## src/rtl/midi_pkg.sv

```systemverilog
// Shared MIDI constants, serializer state type and the status-to-length helper.
package midi_pkg;

    localparam int DEFAULT_BAUD = 31250;

    localparam logic [7:0] ST_NOTE_OFF   = 8'h80;
    localparam logic [7:0] ST_NOTE_ON    = 8'h90;
    localparam logic [7:0] ST_PROG_CHG   = 8'hC0;
    localparam logic [7:0] ST_CHAN_PRES  = 8'hD0;
    localparam logic [7:0] ST_PITCH_BEND = 8'hE0;
    localparam logic [7:0] ST_SYSTEM     = 8'hF0;
    localparam logic [7:0] ST_REALTIME   = 8'hF8;

    typedef enum logic [1:0] {
        TX_IDLE,
        TX_START,
        TX_DATA,
        TX_STOP
    } tx_state_t;

    // Bytes on the wire for a full message; 0 means "not a status byte".
    function automatic logic [1:0] msg_byte_count(input logic [7:0] status);
        if (status < ST_NOTE_OFF)
            return 2'd0;
        else if (status < ST_PROG_CHG)
            return 2'd3;
        else if (status < ST_PITCH_BEND)
            return 2'd2;
        else if (status < ST_SYSTEM)
            return 2'd3;
        else
            return 2'd1;
    endfunction

    function automatic logic is_channel(input logic [7:0] status);
        return (status >= ST_NOTE_OFF) && (status < ST_SYSTEM);
    endfunction

endpackage

```

## src/rtl/midi_tx_uart_tx_byte.sv

```systemverilog
// 8N1 byte serializer; accepts a new byte while idle or on the last stop-bit cycle
// so consecutive bytes go out with no idle gap.
module uart_tx_byte
    import midi_pkg::*;
#(
    parameter int DIV = 512
) (
    input  logic       clk,
    input  logic       reset,
    input  logic       start,
    input  logic [7:0] data,
    output logic       tx,
    output logic       busy,
    output logic       done
);

    localparam int CW = (DIV > 1) ? $clog2(DIV) : 1;
    localparam logic [CW-1:0] LAST = CW'(DIV - 1);

    tx_state_t      state, state_n;
    logic [CW-1:0]  baud, baud_n;
    logic [2:0]     bit_idx, bit_n;
    logic [7:0]     sh, sh_n;
    logic           tx_q, tx_n;
    logic           wrap;

    assign wrap = (baud == LAST);

    always_ff @(posedge clk) begin
        if (reset) begin
            state   <= TX_IDLE;
            baud    <= '0;
            bit_idx <= '0;
            sh      <= '0;
            tx_q    <= 1'b1;
        end else begin
            state   <= state_n;
            baud    <= baud_n;
            bit_idx <= bit_n;
            sh      <= sh_n;
            tx_q    <= tx_n;
        end
    end

    always_comb begin
        state_n = state;
        baud_n  = wrap ? '0 : baud + 1'b1;
        bit_n   = bit_idx;
        sh_n    = sh;
        done    = 1'b0;
        case (state)
            TX_IDLE: begin
                baud_n = '0;
                if (start) begin
                    state_n = TX_START;
                    sh_n    = data;
                end
            end
            TX_START: begin
                if (wrap) begin
                    state_n = TX_DATA;
                    bit_n   = '0;
                end
            end
            TX_DATA: begin
                if (wrap) begin
                    bit_n = bit_idx + 3'd1;
                    sh_n  = sh >> 1;
                    if (bit_idx == 3'd7)
                        state_n = TX_STOP;
                end
            end
            TX_STOP: begin
                if (wrap) begin
                    done = 1'b1;
                    if (start) begin
                        state_n = TX_START;
                        sh_n    = data;
                    end else begin
                        state_n = TX_IDLE;
                    end
                end
            end
            default: state_n = TX_IDLE;
        endcase
        // Line level is registered from the next state so the pin never glitches.
        case (state_n)
            TX_START: tx_n = 1'b0;
            TX_DATA:  tx_n = sh_n[0];
            default:  tx_n = 1'b1;
        endcase
    end

    assign tx   = tx_q;
    assign busy = (state != TX_IDLE);

endmodule

```

## src/rtl/midi_tx.sv

```systemverilog
// MIDI message transmitter: latches status + up to two data bytes and sequences them
// through the byte serializer. Optional running status via MIDI_TX_RUNNING_STATUS_EN.
module midi_tx
    import midi_pkg::*;
#(
    parameter int CLK_HZ = 16000000,
    parameter int BAUD   = DEFAULT_BAUD
) (
    input  logic       clk,
    input  logic       reset,
    input  logic       msg_valid,
    output logic       msg_ready,
    input  logic [7:0] msg_status,
    input  logic [6:0] msg_data1,
    input  logic [6:0] msg_data2,
    output logic       serial_tx,
    output logic       busy
);

    localparam int DIV = CLK_HZ / BAUD;

    logic       ready_q;
    logic       accept, load;
    logic       omit;
    logic [7:0] d1, d2, first_byte, b1_n;
    logic [7:0] b1, b2;
    logic [1:0] rem, n_send;
    logic       u_start, u_busy, u_done, u_tx;
    logic [7:0] u_data;

    assign d1     = {1'b0, msg_data1};
    assign d2     = {1'b0, msg_data2};
    assign accept = msg_valid & msg_ready;
    // A message without bit7 set is swallowed on acceptance.
    assign load   = accept & msg_status[7];

`ifdef MIDI_TX_RUNNING_STATUS_EN
    logic [7:0] run_status;

    assign omit = is_channel(msg_status) && (msg_status == run_status);

    always_ff @(posedge clk) begin
        if (reset)
            run_status <= '0;
        else if (load) begin
            if (is_channel(msg_status))
                run_status <= msg_status;
            else if (msg_status < ST_REALTIME)
                run_status <= '0;
        end
    end
`else
    assign omit = 1'b0;
`endif

    always_comb begin
        n_send     = msg_byte_count(msg_status) - {1'b0, omit};
        first_byte = omit ? d1 : msg_status;
        b1_n       = omit ? d2 : d1;
    end

    // First byte goes straight to the serializer so its start bit lands next cycle.
    assign u_start = load | (u_done & (rem != 2'd0));
    assign u_data  = load ? first_byte : b1;

    always_ff @(posedge clk) begin
        if (reset) begin
            ready_q <= 1'b0;
            rem     <= '0;
            b1      <= '0;
            b2      <= '0;
        end else if (load) begin
            ready_q <= 1'b0;
            b1      <= b1_n;
            b2      <= d2;
            rem     <= n_send - 2'd1;
        end else if (u_done && rem != 2'd0) begin
            b1  <= b2;
            rem <= rem - 2'd1;
        end else if (u_done || !u_busy) begin
            ready_q <= 1'b1;
        end
    end

    uart_tx_byte #(.DIV(DIV)) u_ser (
        .clk   (clk),
        .reset (reset),
        .start (u_start),
        .data  (u_data),
        .tx    (u_tx),
        .busy  (u_busy),
        .done  (u_done)
    );

    // Reset overrides the outputs immediately so an aborted byte never lingers.
    assign serial_tx = reset | u_tx;
    assign busy      = ~reset & u_busy;
    assign msg_ready = ~reset & ready_q;

endmodule

```

## config.mk

```make
export PLATFORM = sky130hd
export DESIGN_NAME = midi_tx
export DESIGN_NICKNAME = d
export VERILOG_FILES = /design/src/rtl/midi_pkg.sv /design/src/rtl/midi_tx_uart_tx_byte.sv /design/src/rtl/midi_tx.sv
export SDC_FILE = /design/constraint.sdc
export NUM_CORES = 1
export LEC_CHECK = 0
export ABC_AREA = 1
export CORE_ASPECT_RATIO = 1.5
export CORE_MARGIN = 2
export CORE_UTILIZATION = 50
export DETAILED_ROUTE_END_ITERATION = 10
export GPL_TIMING_DRIVEN = 0
export HOLD_SLACK_MARGIN = 0.12
export PLACE_DENSITY_LB_ADDON = 0.2
export SLEW_MARGIN = 5
export SYNTH_ARGS = -nofsm -noshare
export SYNTH_HDL_FRONTEND = slang
export SYNTH_HIERARCHICAL = 1
export SYNTH_SLANG_ARGS = --single-unit
```

## constraint.sdc

```tcl
create_clock -name clk -period 3.65 [get_ports clk]
set_input_delay 0.73 -clock clk [delete_from_list [all_inputs] [get_ports clk]]
set_output_delay 0.73 -clock clk [all_outputs]
set_load 0.01 [all_outputs]
```

==> reports/qor.yml <==
arrival_ps: 3440
p_sw_uw: 202
maxSlewViolCount: 0
final_common_cell: "nand2_1"
cts_resized: 0
core_um2: 3960
die_area_um2: 4710
drive_above_1_share_pct: 9.22
placed_area_um2: 2410
post_drt_wl_per_cell_um: 11.0
p_leak_uw: 0.00115
r2r-start: "u_ser/baud[0]$_SDFF_PP0_"
min_from: "u_ser/baud[0]$_SDFF_PP0_"
fin_crit_ps: 3250
clk_pin_slew_ps: 80
fp.dieH_um: 83.0
clock.fmax_ghz: 0.308
synth_edf_count: 0
clock-sinks: 40
setup_violations: 0
slew_headroom_pct: 62.3
area_growth_pct: 20.3
switching_share_pct: 24.1
ir_drop_mv: 0.331
syn_area_um2: 2080
drv_cap: 0
grt_pass1_vias: 1734
worstHoldPathType: "reg -> reg"
met3_length_um: 159
outcome: "completed"
ys_seq_elements: 40
num_rows: 28
required_ps: 3850
crit_slowest_cell: "dfxtp_1"
insertion_delay_ps: 300
route.met2.wl_mm: 2.22
finClkSkew_ps: 2.69
power_density_nw_per_um2: 336
seq_power_share_pct: 53.5
vias: 1962
route.detailed.drc: 0
viasPerCell: 5.01
crit_fanout: 10
wl_met1_mm: 1.86
rsz0062_at_grt: "no"
async_flop_share_pct: 0
power_frac_comb_pct: 9.9
initial_core_util_pct: 52.6
hold_viol_final: 0
final_area_um2: 2500
tns_ps: 0
synth_ff_type: "dfxtp_1"
tightest_slew_ps: 563
syn-num-nets: 342
reg2reg_slack_ps: 400
die_x_um: 56.7
route.top_layer_used: "met4"
ff2ff_path_depth: 20
dr.pass1.iters: 4
clockBufferDepth: 2
pwr-share-clk_pct: 36.6
fillCellCount: 383
placement.io_buffers: 27
antenna_cells: 0
post-dp-hpwl_mm: 3.26
grt_max_degree: 13
drtAntennaViolNets: 0
cts-buffers-inserted: 5
grt_overflow: 0
worstHoldEndpoint: "u_ser/baud[0]$_SDFF_PP0_"
p_int_uw: 638
io_pins: 28
gp_congestion: 0.800
min_period_over_period_pct: 88.9
fin_nets: 376
drt_iter0_drc: 85
cts-root-buf: "clkbuf_8"
crit_path_max_incr_delay_ps: 360
finalPower_uw: 841
crit_path_cell_trace: "ha_1 > nand2_1 > nor2_1 > nand2_1 > nor2_1 > nand2_1 > nor2_1 > ha_1 > inv_1 > nor2_1 > o21ai_2 > nand2_1 > buf_2 > clkinvlp_4 > nand2_1 > nand3_1 > nand2_1 > nand4_1 > nor2_1 > nor2_1"
r2r_end: "u_ser/tx$_SDFF_PP1_"
cts_setup_buffers: 0
whs_path_depth: 1
ctsHoldBuffers: 0
cts_tree: "built"
grt.total_usage_pct: 20.0
ys_seq_area_share_pct: 38.5
synth.distinct_cells: 29
start_kind: "flip-flop"
grt_pass1_wl_mm: 7.61
crit_type: "reg -> reg"
postSynthAreaPerCell_um2: 6.67
crit_path_end_kind: "flip-flop"
syn_inst: 312
htreeDepth: 2
antenna_found_initial: 0
wirelength_mm: 4.31
layout_common_cells: "105 x nand2_1, 40 x dfxtp_1, 32 x inv_1, 29 x a21oi_1, 28 x nor2_1"
ys_warn_count: 6
metal layers:
layer,up-vias,track usage [%]
li1,1053,-
met5,-,0
met2,31,35.6
met4,0,6.49
met1,873,23.1
met3,5,4.52
metrics by stage:
step	hold WS (ps)	setup WS (ps)	std cells	utilization (%)
2_1_floorplan	418	1000	312	-
3_3_place_gp	433	432	384	60.8
3_5_place_dp	442	377	384	60.8
4_1_cts	461	314	392	63.2
5_1_grt	471	3.56	392	63.3
6_report	455	405	392	63.3
power groups by stage:
stage | sequential, uW | clock (uW) | combinational (uW)
detailed placement | 460 | 0 | 83.7
global placement | 460 | 0 | 82.8
global route | 451 | 334 | 93.9
floorplan | 459 | 0 | 44.3
CTS | 449 | 314 | 83.9
finish | 449 | 308 | 83.3
flip-flops by register name (all words and copies together) (netlist names):
name / count
u_ser/baud: 9
u_ser/sh: 8
ready_q: 1
rem: 2
u_ser/tx: 1
u_ser/bit_idx: 3
u_ser/state: 2
b1: 7
b2: 7
worst max-delay path by stage:
stage / start / to / slack, ps / cells after the start
final: u_ser/baud[0]$_SDFF_PP0_ / u_ser/tx$_SDFF_PP1_ / 400 / 20
after global placement: u_ser/baud[0]$_SDFF_PP0_ / u_ser/tx$_SDFF_PP1_ / 430 / 20
after CTS: u_ser/baud[0]$_SDFF_PP0_ / u_ser/tx$_SDFF_PP1_ / 310 / 20
after detailed placement: u_ser/baud[0]$_SDFF_PP0_ / u_ser/tx$_SDFF_PP1_ / 380 / 20
after global routing: u_ser/baud[0]$_SDFF_PP0_ / u_ser/tx$_SDFF_PP1_ / 4 / 20
after floorplan: u_ser/baud[0]$_SDFF_PP0_ / u_ser/tx$_SDFF_PP1_ / 1000 / 20
cell families (layout without fill, tap and decap cells):
| kind of cell | Yosys count | after routing | synth area share [%] |
|---|---|---|---|
| AOI/OAI and AO/OA | 56 | 56 | 14.3 |
| adders and majority gates | 5 | 5 | 3.00 |
| buffers and inverters | 45 | 80 | 9.92 |
| DFF | 40 | 40 | 38.5 |
| xor gates and xnor gates | 1 | 1 | 0.421 |
| and+or+nand+nor | 165 | 165 | 33.9 |
critical path: cells and delay by family (launching register included):
kind / cells / cell delay [ps]
buf+inv: 3 / 570
flops: 1 / 360
simple gates: 14 / 1600
fa+ha+maj: 2 / 460
compound gates: 1 / 150
Yosys cell counts (2+ instances only):
library cell  instances  area share, %
nor2_1               28            5.0
inv_1                32            5.8
nand2_2               3           0.90
dfxtp_1              40             38
buf_2                 3           0.72
nand4_1               3           0.90
buf_6                 2            1.1
a21oi_1              29            7.0
nand2_1             105             19
o21ai_0              17            4.1
o21ai_1               7            1.7
ha_1                  5            3.0
nor2_2                2           0.60
buf_4                 2           0.72
nand3_1              18            4.3
inv_2                 3           0.54
area by class of cell:
cell class	count	area (um2)	area share (%)
clock buffers	6	82.6	3.30
flip-flops and latches	40	801	32.0
repair buffers	27	270	10.8
multi-input cells	227	1070	42.9
inverters	36	139	5.54
plain buffers	9	71.3	2.85
clock inverters	2	10.0	0.400
well taps	45	56.3	2.25
Power figures use the tool's default switching activity.
